<file path="config.mk">
export PLATFORM = sky130hd
export DESIGN_NAME = uart_tx_arbiter
export DESIGN_NICKNAME = d
export VERILOG_FILES = /design/src/rtl/uart_tx_arbiter.sv
export SDC_FILE = /design/constraint.sdc
export NUM_CORES = 1
export LEC_CHECK = 0
export CORE_MARGIN = 2
export CORE_UTILIZATION = 45
export CTS_BUF_LIST = sky130_fd_sc_hd__clkbuf_8
export CTS_CLUSTER_SIZE = 8
export DETAILED_ROUTE_END_ITERATION = 12
export PLACE_DENSITY = 0.8
export SETUP_SLACK_MARGIN = 0.15
export SYNTH_ARGS = -nofsm -noshare
export SYNTH_HDL_FRONTEND = slang
export SYNTH_SLANG_ARGS = --single-unit
</file>
<file path="constraint.sdc">
create_clock -name clk -period 3.15 [get_ports clk]
set_clock_uncertainty 0.1 [all_clocks]
set_input_delay 0.63 -clock clk [delete_from_list [all_inputs] [get_ports clk]]
set_output_delay 0.63 -clock clk [all_outputs]
set_load 0.02 [all_outputs]
</file>
<file path="src/rtl/uart_tx_arbiter.sv">
// Round-robin arbiter that shares one uart_tx serializer among N byte producers.
// It issues one frame at a time, tracks the serializer's done level, and has a watchdog on every frame.
module uart_tx_arbiter #(
    parameter int N       = 4,
    parameter int TIMEOUT = 1024,
    parameter int IFG     = 0
) (
    input  logic                 clk,
    input  logic                 rst,
    input  logic [N-1:0]         req_valid,
    input  logic [8*N-1:0]       req_data,
    output logic [N-1:0]         req_ready,
    output logic [N-1:0]         req_sent,
    output logic                 tx_start,
    output logic [7:0]           tx_data,
    input  logic                 tx_done,
    output logic                 busy,
    output logic [$clog2(N)-1:0] grant_id,
    output logic                 err_timeout
);

    localparam int GW = $clog2(N);
    localparam int WW = ($clog2(TIMEOUT + 1) > 0) ? $clog2(TIMEOUT + 1) : 1;
    localparam int IW = (IFG > 0) ? $clog2(IFG + 1) : 1;
    localparam logic [WW-1:0] WD_LOAD  = WW'(TIMEOUT - 1);
    localparam logic [IW-1:0] GAP_LOAD = IW'((IFG > 0) ? IFG - 1 : 0);

    // IDLE arbitrate | START issue byte | ACK await done low | WAIT_DONE await done high | GAP inter-frame idle
    typedef enum logic [2:0] {
        S_IDLE,
        S_START,
        S_ACK,
        S_WAIT_DONE,
        S_GAP
    } state_t;

    state_t          state_q, state_d;
    logic [GW-1:0]   last_q, last_d;
    logic [GW-1:0]   grant_q, grant_d;
    logic [7:0]      data_q, data_d;
    logic [N-1:0]    ready_q, ready_d;
    logic [N-1:0]    sent_q, sent_d;
    logic            start_q, start_d;
    logic            err_q, err_d;
    logic [WW-1:0]   wd_q, wd_d;
    logic [IW-1:0]   gap_q, gap_d;

    logic [GW-1:0]   cand;
    logic [GW-1:0]   pick;
    logic            pick_vld;

    // Scan from the farthest offset down so the nearest requester after last_q wins.
    always_comb begin
        cand     = '0;
        pick     = '0;
        pick_vld = 1'b0;
        for (int k = N; k >= 1; k--) begin
            cand = GW'((int'(last_q) + k) % N);
            if (req_valid[cand]) begin
                pick     = cand;
                pick_vld = 1'b1;
            end
        end
    end

    always_comb begin
        state_d = state_q;
        last_d  = last_q;
        grant_d = grant_q;
        data_d  = data_q;
        ready_d = '0;
        sent_d  = '0;
        start_d = 1'b0;
        err_d   = err_q;
        wd_d    = wd_q;
        gap_d   = gap_q;

        case (state_q)
            S_IDLE: begin
                if (pick_vld) begin
                    grant_d       = pick;
                    data_d        = req_data[{pick, 3'b000} +: 8];
                    ready_d[pick] = 1'b1;
                    state_d       = S_START;
                end
            end
            S_START: begin
                start_d = 1'b1;
                wd_d    = WD_LOAD;
                state_d = S_ACK;
            end
            S_ACK: begin
                if (wd_q == '0) begin
                    err_d   = 1'b1;
                    last_d  = grant_q;
                    state_d = S_IDLE;
                end else begin
                    wd_d = wd_q - WW'(1);
                    if (!tx_done) begin
                        state_d = S_WAIT_DONE;
                    end
                end
            end
            S_WAIT_DONE: begin
                if (tx_done) begin
                    sent_d[grant_q] = 1'b1;
                    last_d          = grant_q;
                    if (IFG > 0) begin
                        gap_d   = GAP_LOAD;
                        state_d = S_GAP;
                    end else begin
                        state_d = S_IDLE;
                    end
                end else if (wd_q == '0) begin
                    err_d   = 1'b1;
                    last_d  = grant_q;
                    state_d = S_IDLE;
                end else begin
                    wd_d = wd_q - WW'(1);
                end
            end
            S_GAP: begin
                if (gap_q == '0) begin
                    state_d = S_IDLE;
                end else begin
                    gap_d = gap_q - IW'(1);
                end
            end
            default: state_d = S_IDLE;
        endcase
    end

    always_ff @(posedge clk) begin
        if (rst) begin
            state_q <= S_IDLE;
            last_q  <= GW'(N - 1);
            grant_q <= '0;
            data_q  <= 8'h00;
            ready_q <= '0;
            sent_q  <= '0;
            start_q <= 1'b0;
            err_q   <= 1'b0;
            wd_q    <= '0;
            gap_q   <= '0;
        end else begin
            state_q <= state_d;
            last_q  <= last_d;
            grant_q <= grant_d;
            data_q  <= data_d;
            ready_q <= ready_d;
            sent_q  <= sent_d;
            start_q <= start_d;
            err_q   <= err_d;
            wd_q    <= wd_d;
            gap_q   <= gap_d;
        end
    end

    assign req_ready   = ready_q;
    assign req_sent    = sent_q;
    assign tx_start    = start_q;
    assign tx_data     = data_q;
    assign busy        = (state_q != S_IDLE);
    assign grant_id    = grant_q;
    assign err_timeout = err_q;

endmodule

</file>
Word-level counts from Yosys, hierarchy flattened
Index checks and enable logic that the tools add are counted.
Word-level totals
  register bits after elaboration: 37
  input port bits: 39
  output and inout port bits: 21
Operators by class
  $add $sub $neg: 6
  order comparisons: 8
  equality and inequality tests: 9
  shift-type cells: 1
  multiplexer cells: 38
  bitwise operators: 4
  reduce and logical (&&, ||, !) cells: 13
Operators with widths (count)
  case mux 11 bit (3 select lines): 1
  indexed part select 32 x 6 -> 8 bit: 1
  2-to-1 mux 11 bit: 2
  < comparator 2 x 3 -> 1 bit (second input constant): 6
  2-to-1 mux 3 bit: 6
  case mux 3 bit (5 select lines): 1
  2-to-1 mux 1 bit: 14
  2-to-1 mux 2 bit: 6
  zero test 11 bit: 1
  subtractor 11 x 1 -> 11 bit (second input constant): 1
  binary-select mux 1 bit (select 2 bit): 4
  == test 3 x 2 -> 1 bit (second input constant): 2
  inequality test 2 bit (second input constant): 3
  inequality test 3 bit (second input constant): 2
  AND reduction 2 bit: 3
  nonzero test 3 bit: 2
  OR reduction 3 bit: 2
  adder 2 x 1 -> 2 bit (second input constant): 2
  adder 2 bit (second input constant): 2
  demux 1 bit (select 2 bit): 2
  greater-or-equal comparator 2 x 1 -> 1 bit (second input constant): 2
  NOT 1 bit: 4
  case mux 2 bit (2 select lines): 1
  AND reduction 4 bit: 1
  other kinds (7): 8

Logic depth before layout (Yosys ltp)
  depth in word-level cells: 11
  gate-level depth with buffers: 7

Worst setup path after synthesis
No wires, ideal clock.
  path type: input-to-reg
  start point: input port req_valid[3]
  end point: register data_q[3], in the netlist tx_data[3]
  arrival: 1.851 ns
  path slack: 1.068 ns
  cell stages on the path: 6
  buffers on the path: 1
  cells stage by stage: or2_2 > o31ai_2 > or4_1 > buf_2 > nor2b_1 > o22ai_1
On the way
  word-level cells in the longest chain between the ends: 7
RTL lines
  from (decl): line 10  | input logic [N-1:0] req_valid,
  binary-select mux 1 bit (select 2 bit): line 59  | if (req_valid[cand]) begin
  2-to-1 mux 1 bit (not written as such): line 59
  2-to-1 mux 2 bit or 2-to-1 mux 1 bit (tied branches) (4 in a row): line 59
  indexed part select 32 x 6 -> 8 bit or AND reduction 2 bit (tied branches)
  to (signal assigned): line 149  | data_q <= data_d;
  to (decl): line 40  | logic [7:0] data_q, data_d;
Parallel ways exist; a longest one is shown, timed or not. The select of a mux whose other input is x is not followed.
A chain may end at the register's enable or synchronous reset.

Worst setup path after layout
  start point: register state_q[1]
  end point: output port busy
On the way
  word-level cells in the longest chain between the ends: 1
RTL lines
  from (decl): line 37  | state_t state_q, state_d;
  from (signal assigned): line 146  | state_q <= state_d;
  nonzero test 3 bit: line 163  | assign busy = (state_q != S_IDLE);
  to (decl): line 17  | output logic busy,
Every way passes these cells.

==> flow_metrics.tcl <==
set metrics [dict create \
    outcome "completed" \
    synth-edff-count 0 \
    dr_total_vias 1579 \
    grt_setup_unrepaired "false" \
    port_buffers 59 \
    grt_max_degree 19 \
    p_int_mw 1.05 \
    critical_path.max_fanout 11 \
    async_reset_ff_share_pct 0 \
    ant_nets 0 \
    dp_hpwl_mm 3.03 \
    areaGrowthSynthToFinish_pct 43.8 \
    coreArea_sq_um 3690 \
    pwr-share-comb_pct 35.1 \
    synthCells 187 \
    layout_commonest_cell "clkdlybuf4s50_1" \
    sw_frac_of_total_pct 33.0 \
    setup_tns_ps 0 \
    relSlewSlack_pct 67.4 \
    drtIter0Drc 74 \
    fmax_mhz 414 \
    place_area_sq_um 2370 \
    synth_cell_type_count 49 \
    power.total_mw 1.56 \
    peakVddDrop_mv 0.367 \
    clock_path_buffers 2 \
    grt_pass1_vias 1477 \
    hold_buffers 0 \
    worst-endpoint-arrival_ps 1690 \
    gp_routability_congestion 0.786 \
    p_sw_uw 516 \
    worstMarginPinSlew_ps 482 \
    die-width_microns 66.0 \
    ys.flop_type "dfxtp_1" \
    power_frac_seq_pct 38.2 \
    syn-num-nets 228 \
    htree_levels 2 \
    crit_type "reg2out" \
    yosys_warnings 0 \
    layout_common_cells "clkdlybuf4s50_1 (59), dfxtp_1 (35), mux2i_1 (16), nand2_1 (15), nor2_1 (11)" \
    hold_viol_final 0 \
    avgViaCountPerCell 5.33 \
    cts_setup_buffers 0 \
    dpl.cell_count 288 \
    p_leak_nw 1.01 \
    p_clk_share_pct 26.7 \
    slew_viol_final 0 \
    yosysSeqAreaShare_pct 40.5 \
    antenna_cells 0 \
    die_h_microns 66.0 \
    cts_buffers 5 \
    layout-drive-gt1-share_pct 9.27 \
    synth.ff_latch_count 35 \
    ios 60 \
    drt-pass1-iter-count 5 \
    cts_tree "built" \
    final_area_sq_um 2490 \
    clock_latency_ps 290 \
    setup_viol 0 \
    routed_wl_mm 4.17 \
    cp-end-kind "output pin" \
    hp-class "reg2reg" \
    routedWlPerCell_microns 14.1 \
    grt_pass1_wl_mm 6.78 \
    clkTransAtPathRegs_ps 70 \
    cap_viol_max_count 0 \
    nets 288 \
    netlist_area_sq_um 1730 \
    final_cells 296 \
    antenna_found_initial 0 \
    min_period_ps 2420 \
    cts-root-buf "clkbuf_8" \
    cts.sinks 35 \
    pre_cts_ws_ps 527 \
    fp-row-count 22 \
    grt_use_total_pct 20.6 \
    post_cts_resized 0 \
    avgSynthCellArea_sq_um 9.26 \
    grt-ovfl-total 0 \
    start_util_pct 46.9 \
    setup_ws_ps 735 \
    remaining_drc_errors 0 \
    timing.final.crit_share_pct 76.7 \
    power_density_nw_per_um2 628 \
    worstSetupStartpointType "flip-flop" \
    required_ps 2420 \
    dieArea_sq_um 4360 \
]
[Yosys cell counts, types with 2 or more instances]
cell type   n  area [sq um]
inv_1       8          30.0
a211oi_1    2          15.0
a21oi_1    10          50.1
nor4b_1     2          17.5
ha_1        2          25.0
o211ai_1    3          22.5
xor2_1      4          35.0
and2_1      2          12.5
buf_2       2          10.0
xnor2_1     4          35.0
or2_2       3          18.8
mux2i_1    16           160
nor2_1     11          41.3
nor4_1      2          12.5
or4_1       2          15.0
nand2_1    15          56.3
nand3_1     4          20.0
nor3_1     10          50.1
o21ai_0     3          15.0
o22ai_1     2          12.5
and3_1      3          18.8
clkbuf_1    5          18.8
nor2b_1     4          25.0
o21ai_1     2          10.0
o221ai_1    7          61.3
dfxtp_1    35           701
nand2b_1    2          12.5
[power by group through the flow]
stage	Sequential [mW]	Combinational (mW)	Clock, mW
after floorplan	0.618	0.348	0
after global placement	0.603	0.542	0
after detailed placement	0.605	0.545	0
after CTS	0.597	0.551	0.427
after global routing	0.610	0.603	0.449
final	0.598	0.549	0.418
[per-layer routing]
layer,vias up,track usage (%),share of wire (%)
met5,-,0,0
met4,0,7.91,2.0
met3,8,5.79,3.4
met2,34,33.1,48
met1,728,26.0,47
li1,809,-,-
[worst max-delay path, stage by stage (launching register included)]
cell and delay, ps:
dfxtp_1 540, nor2_2 140, inv_1 110, clkdlybuf4s50_1 610
[metrics by stage]
step | hold WS (ps) | util, %
2_1_floorplan | 387 | -
3_3_place_gp | 339 | 64.3
3_5_place_dp | 341 | 64.3
4_1_cts | 353 | 67.5
5_1_grt | 387 | 67.5
6_report | 352 | 67.5
[final cells by class]
class	instances	area (sq um)
clock buffer	6	82.6
clock inverter	2	35.0
fill	289	1200
inverter	8	30.0
multi-input combinational	135	956
sequential	35	701
tap	48	60.1
timing repair buffer	62	626
[path summary, 6_finish.rpt]
path | start | cells after the start | to | slack (ps)
max | state_q[1] | 3 | busy | 730
min | err_timeout | 2 | err_timeout | 350
max reg2reg | wd_q[0] | 7 | wd_q[10] | 940
min reg2reg | err_timeout | 2 | err_timeout | 350
[sequential cells by signal, summed over array words and instances (netlist names)]
| name | cells |
|---|---|
| err_timeout | 1 |
| grant_id | 2 |
| last_q | 2 |
| req_ready | 4 |
| req_sent | 4 |
| state_q | 2 |
| tx_data | 8 |
| tx_start | 1 |
| wd_q | 11 |
[cells by family after synthesis]
| family | share of synthesized area (%) |
|---|---|
| buffers and inverters | 4.34 |
| adders and majority gates | 1.44 |
| xor gates and xnor gates | 4.05 |
| and+or+nand+nor | 22.5 |
| AOI/OAI and AO/OA | 17.9 |
| DFF | 40.5 |
| muxes | 9.25 |
Power figures use the tool's default switching activity.
